==> src/rtl/sys_defs.sv <==
// ============================================================================
// sys_defs : shared pipeline types for the multiplier result path
// Rev 1.0
// ============================================================================
`default_nettype none

`ifndef SYS_DEFS_MACROS
`define SYS_DEFS_MACROS
`define B_MASK_REG_WIDTH 4
`define ALU_num 2
`endif

package sys_defs;

   localparam int B_MASK_W  = `B_MASK_REG_WIDTH;
   localparam int ALU_NUM   = `ALU_num;
   localparam int BR_NUM_W  = $clog2(B_MASK_W);
   localparam int PRN_W     = 6;
   localparam int ROB_W     = 5;
   localparam int DATA_XLEN = 32;

   typedef enum logic [1:0] {
      MUL    = 2'd0,
      MULH   = 2'd1,
      MULHSU = 2'd2,
      MULHU  = 2'd3
   } MUL_FUNC;

   typedef struct packed {
      logic                valid;
      logic [B_MASK_W-1:0] is_b_mask;
      logic [PRN_W-1:0]    dest_prn;
      logic [ROB_W-1:0]    rob_idx;
      MUL_FUNC             mul_func;
   } IS_EX_PACKET;

   typedef struct packed {
      logic [DATA_XLEN-1:0] value;
      logic [PRN_W-1:0]     dest_prn;
      logic [ROB_W-1:0]     rob_idx;
      logic [B_MASK_W-1:0]  b_mask;
   } MUL_CDB_PACKET;

   // Drop the dependency on every branch that resolved correctly this cycle.
   function automatic logic [B_MASK_W-1:0] clear_resolved(
      input logic [B_MASK_W-1:0]              mask,
      input logic [ALU_NUM-1:0]               en,
      input logic [ALU_NUM-1:0][BR_NUM_W-1:0] num
   );
      logic [B_MASK_W-1:0] m;
      m = mask;
      for (int j = 0; j < ALU_NUM; j++) begin
         if (en[j]) m[num[j]] = 1'b0;
      end
      return m;
   endfunction

endpackage

`default_nettype wire

==> src/rtl/mul_result_select.sv <==
// ============================================================================
// mul_result_select : picks the low or high product word for the writeback
// Rev 1.0
// ============================================================================
`default_nettype none

module mul_result_select
   import sys_defs::*;
#(
   parameter int XLEN = 32
) (
   input  logic [2*XLEN-1:0] i_product,
   input  MUL_FUNC           i_func,
   output logic [XLEN-1:0]   o_value
);

   always_comb begin
      o_value = i_product[XLEN-1:0];
      case (i_func)
         MULH, MULHSU, MULHU: o_value = i_product[2*XLEN-1:XLEN];
         default:             o_value = i_product[XLEN-1:0];
      endcase
   end

endmodule

`default_nettype wire

==> src/rtl/mult_result_buffer.sv <==
// ============================================================================
// mult_result_buffer : branch-aware result FIFO between multiplier and CDB
// Rev 1.0
// ============================================================================
`default_nettype none

module mult_result_buffer
   import sys_defs::*;
#(
   parameter int XLEN      = 32,
   parameter int DEPTH     = 4,
   parameter int NUM_STAGE = 4
) (
   input  logic                             clock,
   input  logic                             reset,
   input  logic                             mul_done,
   input  logic [2*XLEN-1:0]                mul_product,
   input  IS_EX_PACKET                      mul_packet,
   input  logic                             clean_brat_en,
   input  logic [BR_NUM_W-1:0]              clean_brat_num,
   input  logic [ALU_NUM-1:0]               clean_bit_brat_en,
   input  logic [ALU_NUM-1:0][BR_NUM_W-1:0] clean_bit_brat_num,
   input  logic                             cdb_gnt,
   output logic                             cdb_req,
   output MUL_CDB_PACKET                    cdb_packet,
   output logic [$clog2(DEPTH):0]           free_cnt,
   output logic                             overflow
);

   localparam int PTR_W = $clog2(DEPTH);
   localparam int CNT_W = $clog2(DEPTH) + 1;

   // Issue credits must fit in the buffer; kept visible for integrators.
   logic w_unused_num_stage;
   assign w_unused_num_stage = (NUM_STAGE <= DEPTH);

   MUL_CDB_PACKET    r_ent [DEPTH];
   logic [DEPTH-1:0] r_valid;
   logic [PTR_W-1:0] r_head;
   logic [PTR_W-1:0] r_tail;
   logic [CNT_W-1:0] r_count;
   logic [CNT_W-1:0] r_free;
   logic             r_overflow;

   logic [XLEN-1:0]  w_sel_value;
   MUL_CDB_PACKET    w_new;
   MUL_CDB_PACKET    w_head;
   logic             w_nonempty;
   logic             w_full;
   logic             w_head_squash;
   logic             w_req;
   logic             w_pop;
   logic             w_in_squash;
   logic             w_push_req;
   logic             w_push;
   logic             w_ovf_set;
   logic [CNT_W-1:0] w_count_nxt;

   mul_result_select #(
      .XLEN (XLEN)
   ) u_select (
      .i_product (mul_product),
      .i_func    (mul_packet.mul_func),
      .o_value   (w_sel_value)
   );

   always_comb begin
      w_new          = '0;
      w_new.value    = w_sel_value;
      w_new.dest_prn = mul_packet.dest_prn;
      w_new.rob_idx  = mul_packet.rob_idx;
      w_new.b_mask   = clear_resolved(mul_packet.is_b_mask, clean_bit_brat_en,
                                      clean_bit_brat_num);

      w_head        = r_ent[r_head];
      w_nonempty    = (r_count != '0);
      w_full        = (r_count == CNT_W'(DEPTH));
      // A squash landing on the head wins over any grant in the same cycle.
      w_head_squash = clean_brat_en && w_head.b_mask[clean_brat_num];
      w_req         = w_nonempty && r_valid[r_head] && !w_head_squash;
      w_pop         = (w_req && cdb_gnt) || (w_nonempty && !r_valid[r_head]);

      w_in_squash   = clean_brat_en && mul_packet.is_b_mask[clean_brat_num];
      w_push_req    = mul_done && mul_packet.valid && !w_in_squash;
      w_push        = w_push_req && (!w_full || w_pop);
      w_ovf_set     = w_push_req && w_full && !w_pop;

      w_count_nxt = r_count;
      case ({w_push, w_pop})
         2'b10:   w_count_nxt = r_count + CNT_W'(1);
         2'b01:   w_count_nxt = r_count - CNT_W'(1);
         default: w_count_nxt = r_count;
      endcase
   end

   always_ff @(posedge clock) begin
      if (!reset) begin
         r_head     <= '0;
         r_tail     <= '0;
         r_count    <= '0;
         r_free     <= CNT_W'(DEPTH);
         r_overflow <= 1'b0;
         r_valid    <= '0;
      end else begin
         for (int i = 0; i < DEPTH; i++) begin
            r_ent[i].b_mask <= clear_resolved(r_ent[i].b_mask, clean_bit_brat_en,
                                              clean_bit_brat_num);
            if (clean_brat_en && r_ent[i].b_mask[clean_brat_num]) r_valid[i] <= 1'b0;
         end
         // The tail write comes last so it overrides any update to a recycled slot.
         if (w_push) begin
            r_ent[r_tail]   <= w_new;
            r_valid[r_tail] <= 1'b1;
            r_tail          <= r_tail + PTR_W'(1);
         end
         if (w_pop) r_head <= r_head + PTR_W'(1);
         r_count <= w_count_nxt;
         r_free  <= CNT_W'(DEPTH) - w_count_nxt;
         if (w_ovf_set) r_overflow <= 1'b1;
      end
   end

   assign cdb_req    = w_req;
   assign cdb_packet = w_nonempty ? w_head : '0;
   assign free_cnt   = r_free;
   assign overflow   = r_overflow;

endmodule

`default_nettype wire

==> config.mk <==
export PLATFORM = sky130hd
export DESIGN_NAME = mult_result_buffer
export DESIGN_NICKNAME = d
export VERILOG_FILES = /design/src/rtl/sys_defs.sv /design/src/rtl/mul_result_select.sv /design/src/rtl/mult_result_buffer.sv
export SDC_FILE = /design/constraint.sdc
export NUM_CORES = 1
export LEC_CHECK = 0
export BUFFER_PORTS_ARGS = -buffer_cell sky130_fd_sc_hd__buf_2
export CORE_MARGIN = 2
export CORE_UTILIZATION = 23
export CTS_CLUSTER_SIZE = 14
export DETAILED_ROUTE_END_ITERATION = 16
export PLACE_DENSITY = 0.46
export REMOVE_ABC_BUFFERS = 1
export SLEW_MARGIN = 20
export SYNTH_ARGS = -nofsm -noshare
export SYNTH_HDL_FRONTEND = slang
export SYNTH_SLANG_ARGS = --single-unit
==> constraint.sdc <==
create_clock -name clock -period 4.44 [get_ports clock]
set_input_delay 0.888 -clock clock [delete_from_list [all_inputs] [get_ports clock]]
set_output_delay 0.888 -clock clock [all_outputs]
set_load 0.02 [all_outputs]
==> metrics, run 1 <==
status=completed; core region area=38,740 um2; Pleak=4.007 nW; layout cell share with drive strength beyond 1=41.54%; Rows=72; antenna-violating nets left=0; dpl cell area=10,420 um2; critical path launch point type=flop; Worst-path clk slew=0.06 ns; Crit path largest cell delay=0.56 ns; Die Ht=202.3 um; #FFs+latches synth=204; initial antenna violation count=0; Post-Synthesis Cells=541; Die X=202.3 um; Num CTS Buffers=24; clock latency on the worst-skew pair=0.55 ns; highest-delay cell along the critical path=mux4_2; Hold Path Class=flop to flop; mapped cell area=9046 um2; largest delay contributor family on the critical path=simple AND/OR/NAND/NOR gates; Slew HR=36.69%; Final Non-Filler Cells=1,233; DR WL/cell=17.48 um; fin crit share=87.82%; asr flop ratio synth=0%; vias in the first global route=5,451; gr usage total=10.48%; Post-synth EDFFs=188; area leader, netlist=edfxtp_1; register area share after synthesis=65.95%; clk_skew=0.02434 ns; fill count=3,974; CTS tree=built; WL final=21,560 um; CP Data Required Time=4.85 ns; CTS resizes=0; worst path arrival time=4.31 ns; Area Growth Syn to Fin=24.07%; # diodes=0; total power=6.164 mW; CP Class=flop to flop; Die Area=40,930 um2; synth unique cells=52; RSZ-0062 raised after global routing=false; Max Clock Freq=256.5 MHz; Initial Utilization=23.35%; dpl cells=1,189; commonest register cell after synthesis=edfxtp_1; largest net degree at the start of global routing=48; vias per std cell=4.271; CP endpoint kind=flop; clk buf depth=3; Hold-fix buffers, CTS=0; port bufs=146; Synth top area share=62.41%; DR pass1 iterations=4; hold_ws=0.4594 ns; Overflow after GRT=0; clk sinks=204; first-pass GRT wire length=32,730 um; Cell Pwr Density=549.3 nW/um2; design area=11,220 um2; fin util=28.97%; Period minus WS final=3.899 ns; CP Max Fanout=12; Nets=799; Final setup viols=0; max_cap viols=0; dpl hpwl=13,890 um; most area-consuming cells after synthesis=edfxtp_1 (62%), mux4_2 (12%), mux2_2 (4.2%); Worst Path Buf+Inv=0; DR vias=5,266; Avg Inst Size Synth=16.72 um2; clk root buf=clkbuf_16; DR DRC count=0; Hold Fails Final Rpt=0; H-tree Lvls=1; postcts setup bufs=0; Top Ports=147; Ys Warns=0; VDD IR max=0.2401 mV; Max Slew Vio Count=0; gpl congestion=0.7909; worst slew pin tran=0.9497 ns; worst path cell trace=mux4_2, nand2b_4, a41o_1, nor3_1, nand2_1, fa_1, o21ai_0, o21ai_0, mux2_2, ha_1, nand2_1, a21oi_1, o211ai_1, o41ai_1, nor4_1; initial drt markers=187
layout make-up:
| cell class | count | area [um2] | area share [%] |
|---|---|---|---|
| inverter | 11 | 41.29 | 0.3679 |
| clock buffer | 29 | 619.3 | 5.518 |
| tap | 518 | 648.1 | 5.775 |
| timing repair buffer | 163 | 870.8 | 7.759 |
| multi-input combinational | 294 | 2912 | 25.94 |
| clock inverter | 14 | 161.4 | 1.438 |
| sequential | 204 | 5971 | 53.20 |
sequential cells by signal, indices dropped and copies added, names as in the netlist, named ones only:
| name | count |
|---|---|
| r_count | 2 |
| free_cnt | 3 |
| r_head | 2 |
| r_tail | 2 |
| r_valid | 4 |
| r_ent | 188 |
| overflow | 1 |
final timing paths:
check | start | depth (start not counted) | to | slack, ns
worst min-delay path | r_valid[1]$_SDFF_PN0_ | 2 | r_valid[1]$_SDFF_PN0_ | 0.46
worst min register to register | r_valid[1]$_SDFF_PN0_ | 2 | r_valid[1]$_SDFF_PN0_ | 0.46
worst max register to register | flop | 15 | free_cnt[2]$_SDFF_PN1_ | 0.54
worst max-delay path | flop | 15 | free_cnt[2]$_SDFF_PN1_ | 0.54
placed cells by master (no fill, tap or decap), drive strengths merged, types with 2 or more instances in the layout:
| master | netlist | final |
|---|---|---|
| mux2i | 24 | 24 |
| mux2 | 35 | 35 |
| o21ai | 6 | 6 |
| dfxtp | 16 | 16 |
| nor3 | 7 | 7 |
| and4 | 4 | 4 |
| edfxtp | 188 | 188 |
| nand3 | 6 | 6 |
| mux4 | 49 | 49 |
| clkbuf | 19 | 29 |
| a21oi | 9 | 9 |
| inv | 11 | 11 |
| and2 | 46 | 46 |
| bufinv | 0 | 3 |
| nand2 | 40 | 40 |
| a31o | 2 | 2 |
| nor2 | 14 | 14 |
| nand2b | 3 | 3 |
| nor2b | 5 | 5 |
| buf | 13 | 163 |
| a211oi | 8 | 8 |
| a41oi | 2 | 2 |
| xnor2 | 2 | 2 |
| nor3b | 3 | 3 |
| ha | 5 | 5 |
| clkinv | 0 | 11 |
| a31oi | 2 | 2 |
| nand4 | 5 | 5 |
| nand3b | 2 | 2 |
through the flow:
stage                     TNS [ns]  setup WS (ns)
after floorplan             -34.42        -0.5645
after global placement           0         0.2907
after detailed placement         0         0.2221
after CTS                        0         0.5167
after global routing             0         0.3214
final                            0         0.5406
worst register-to-register path, delay by kind of cell, from the launching register on:
kind / cells / cell delay [ns]
compound gates: 6 / 0.77
fa+ha+maj: 2 / 0.66
flops: 1 / 0.51
mux: 2 / 0.84
simple gates: 5 / 1.00
logic make-up after synthesis:
kind of cell	share of synthesized area (%)
DFF	65.95
buffers and inverters	1.978
muxes	19.25
xor gates and xnor gates	0.1937
adders and majority gates	0.9129
and+or+nand+nor	8.396
AOI/OAI and AO/OA	3.320
cells in the mapped netlist (all sizes together) (9+ instances only):
master  count
edfxtp    188
mux4       49
and2       46
nand2      40
mux2       35
mux2i      24
clkbuf     19
dfxtp      16
nor2       14
buf        13
inv        11
a21oi       9
per-layer routing:
metal | track usage (%) | up-vias | wire length (um)
met4 | 3.467 | 0 | 431
met5 | 0 | - | 0
met1 | 13.86 | 2654 | 9631
met2 | 17.17 | 141 | 10240
met3 | 2.128 | 30 | 1259
li1 | - | 2441 | -
report_power, final:
| group | internal (mW) | switching [mW] |
|---|---|---|
| Clock | 1.17 | 0.770 |
| Combinational | 0.802 | 1.17 |
| Sequential | 2.19 | 0.0735 |
| Total | 4.16 | 2.01 |
Note: power is estimated with default switching activity, not from simulation.
==> run 2: changes to the inputs <==
Settings changed: BUFFER_PORTS_ARGS -buffer_cell sky130_fd_sc_hd__buf_2 to not set, DONT_BUFFER_PORTS set to 1, PLACE_DENSITY 0.46 to 0.43.
Clock period 4.44 ns to 4.1 ns, I/O delays scaled along.
==> run 2 against run 1 <==
Final cell count fell by 12%. Fmax rose by 3.3%. Critical path type unchanged. Largest cell class unchanged. Via count fell by 9.1%. Cell area fell by 7.0%. Global-route usage rose by 0.20 points. Sequential share of layout area rose by 4.0 points. Register-to-register slack got worse by 0.22 ns. Count of clock-buffer cells in the layout did not move. First-iteration DRC count fell by 23%. Sequential power rose by 9.3%.
==> metrics, run 2 (synthesized netlist as in run 1, its figures left out) <==
Final WS setup=0.3240 ns (-0.2167 ns); initial antenna violation count=0 (unchanged); Cell Pwr Density=602.1 nW/um2 (+9.6%); Initial Utilization=23.35% (unchanged); DR DRC count=0 (unchanged); Nets=653 (-18%); CTS tree=built; DR vias=4,788 (-9.1%); Rows=72 (unchanged); min-delay src=mul_packet[3]; clk_skew=0.008600 ns (-0.01574 ns); Die Ht=202.3 um (unchanged); Area Growth Syn to Fin=15.41%; antenna-violating nets left=0 (unchanged); Die Area=40,930 um2 (unchanged); total power=6.286 mW (+2.0%); Pleak=3.358 nW (-16%); Max Slew Vio Count=0 (unchanged); max_cap viols=0 (unchanged); largest net degree at the start of global routing=49 (+2.1%); max reg flops=188 (unchanged); Overflow after GRT=0 (unchanged); WL final=21,830 um (+1.3%); Period minus WS final=3.776 ns (-0.1233 ns); design area=10,440 um2 (-7.0%); reg2reg setup slack=0.32 ns (-0.22 ns); RSZ-0062 raised after global routing=false; core region area=38,740 um2 (unchanged); fin crit share=92.10% (+4.3 points); DR pass1 iterations=4 (unchanged); worst slew pin tran=0.8473 ns (-0.1023 ns); initial drt markers=144 (-23%); Max Clock Freq=264.8 MHz (+3.3%); gpl congestion=0.7876 (-0.42%); layout cell share with drive strength beyond 1=26.58% (-15 points); Die X=202.3 um (unchanged); clk sinks=204 (unchanged); gr usage total=10.67% (+0.20 points); VDD IR max=0.3086 mV (+29%); # diodes=0 (unchanged); Final setup viols=0 (unchanged); dpl cell area=9712 um2 (-6.8%); most frequent cells in the layout=edfxtp_1 (188), mux4_2 (49), and2_1 (45), nand2_1 (40), mux2_2 (34); Slew HR=43.17% (+6.5 points); vias per std cell=4.409 (+3.2%); fill count=3,961 (-0.33%); Hold Fails Final Rpt=0 (unchanged); port bufs=0 (-100%); Top Ports=147 (unchanged); critical path launch point type=flop; status=completed; Worst-path clk slew=0.06 ns (about the same); clock latency on the worst-skew pair=0.52 ns (-0.03 ns); CP Class=flop to flop; most common cell after layout, fill and taps aside=edfxtp_1; Hold-fix buffers, CTS=0 (unchanged); Hold Path Class=primary input to flop; postcts setup bufs=0 (unchanged); CP Data Required Time=4.52 ns (-0.33 ns); pre-CTS setup slack=0.2285 ns (+0.006351 ns); vias in the first global route=5,325 (-2.3%); dpl hpwl=14,020 um (+0.93%); first-pass GRT wire length=33,210 um (+1.5%); DR WL/cell=20.10 um (+15%); worst path arrival time=4.19 ns (-0.12 ns); CP Max Fanout=11 (-1); Largest Register=r_ent; H-tree Lvls=1 (unchanged); CP endpoint kind=flop; Num CTS Buffers=24 (unchanged); clk root buf=clkbuf_16; clk buf depth=3 (unchanged); CTS resizes=0 (unchanged)
[run 2: final cells by class]
type                    instances  area [um2]  share of cell area [%]
well taps                     518       648.1                   6.208
clock inverters                13       82.58                  0.7910
inverters                      11       41.29                  0.3955
flip-flops and latches        204        5971                   57.19
multi-input cells             294        2917                   27.94
clock buffers                  29       640.6                   6.136
repair buffers                 17       140.1                   1.342
[run 2: path summary, 6_finish.rpt]
kind,cells past startpoint,end
worst min register to register,2,r_valid[2]$_SDFF_PN0_
worst max-delay path,15,free_cnt[2]$_SDFF_PN1_
worst min-delay path,0,r_ent[1][5]$_DFFE_PP_
worst max register to register,15,free_cnt[2]$_SDFF_PN1_
[run 2: routing by layer]
layer  vias to the layer above  GRT usage, %  part of all wire [%]  routed length [um]
li1                       2145             -                     -                   -
met1                      2485         13.00                    42                9085
met4                         0         2.998                   2.2                 483
met5                         -             0                     0                   0
met3                        22         2.838                   6.2                1362
met2                       136         18.55                    50               10900
[run 2: stage by stage]
stage / hold slack, ns / setup TNS, ns / instances / utilization, %
final: 0.3944 / 0 / 1086 / 26.95
after global routing: 0.3477 / 0 / 1086 / 26.95
after CTS: 0.3499 / 0 / 1086 / 26.94
after detailed placement: 0.4519 / 0 / 1044 / 25.07
after global placement: 0.4450 / 0 / 1044 / 25.07
after floorplan: 0.4308 / -95.80 / 509 / -
[run 2: worst max-delay path: stages, from the launching register on]
cell and delay (ns):
dfxtp_2 0.50, mux4_2 0.55, nand2b_4 0.17, a41o_1 0.26, nor3_2 0.20, nand2_1 0.10
fa_1 0.47, o21ai_0 0.18, o21ai_0 0.12, mux2_2 0.30, ha_1 0.21, nand2_1 0.09
a21oi_1 0.04, o211ai_1 0.09, o41ai_1 0.11, nor4_1 0.30
[run 2: power breakdown]
group | total [mW] | internal [mW] | leakage, nW | switching [mW]
sequential | 2.47 | 2.37 | 1.85 | 0.0997
combinational | 1.86 | 0.675 | 1.16 | 1.18
clock | 1.96 | 1.16 | 0.351 | 0.801
total | 6.29 | 4.20 | 3.36 | 2.08
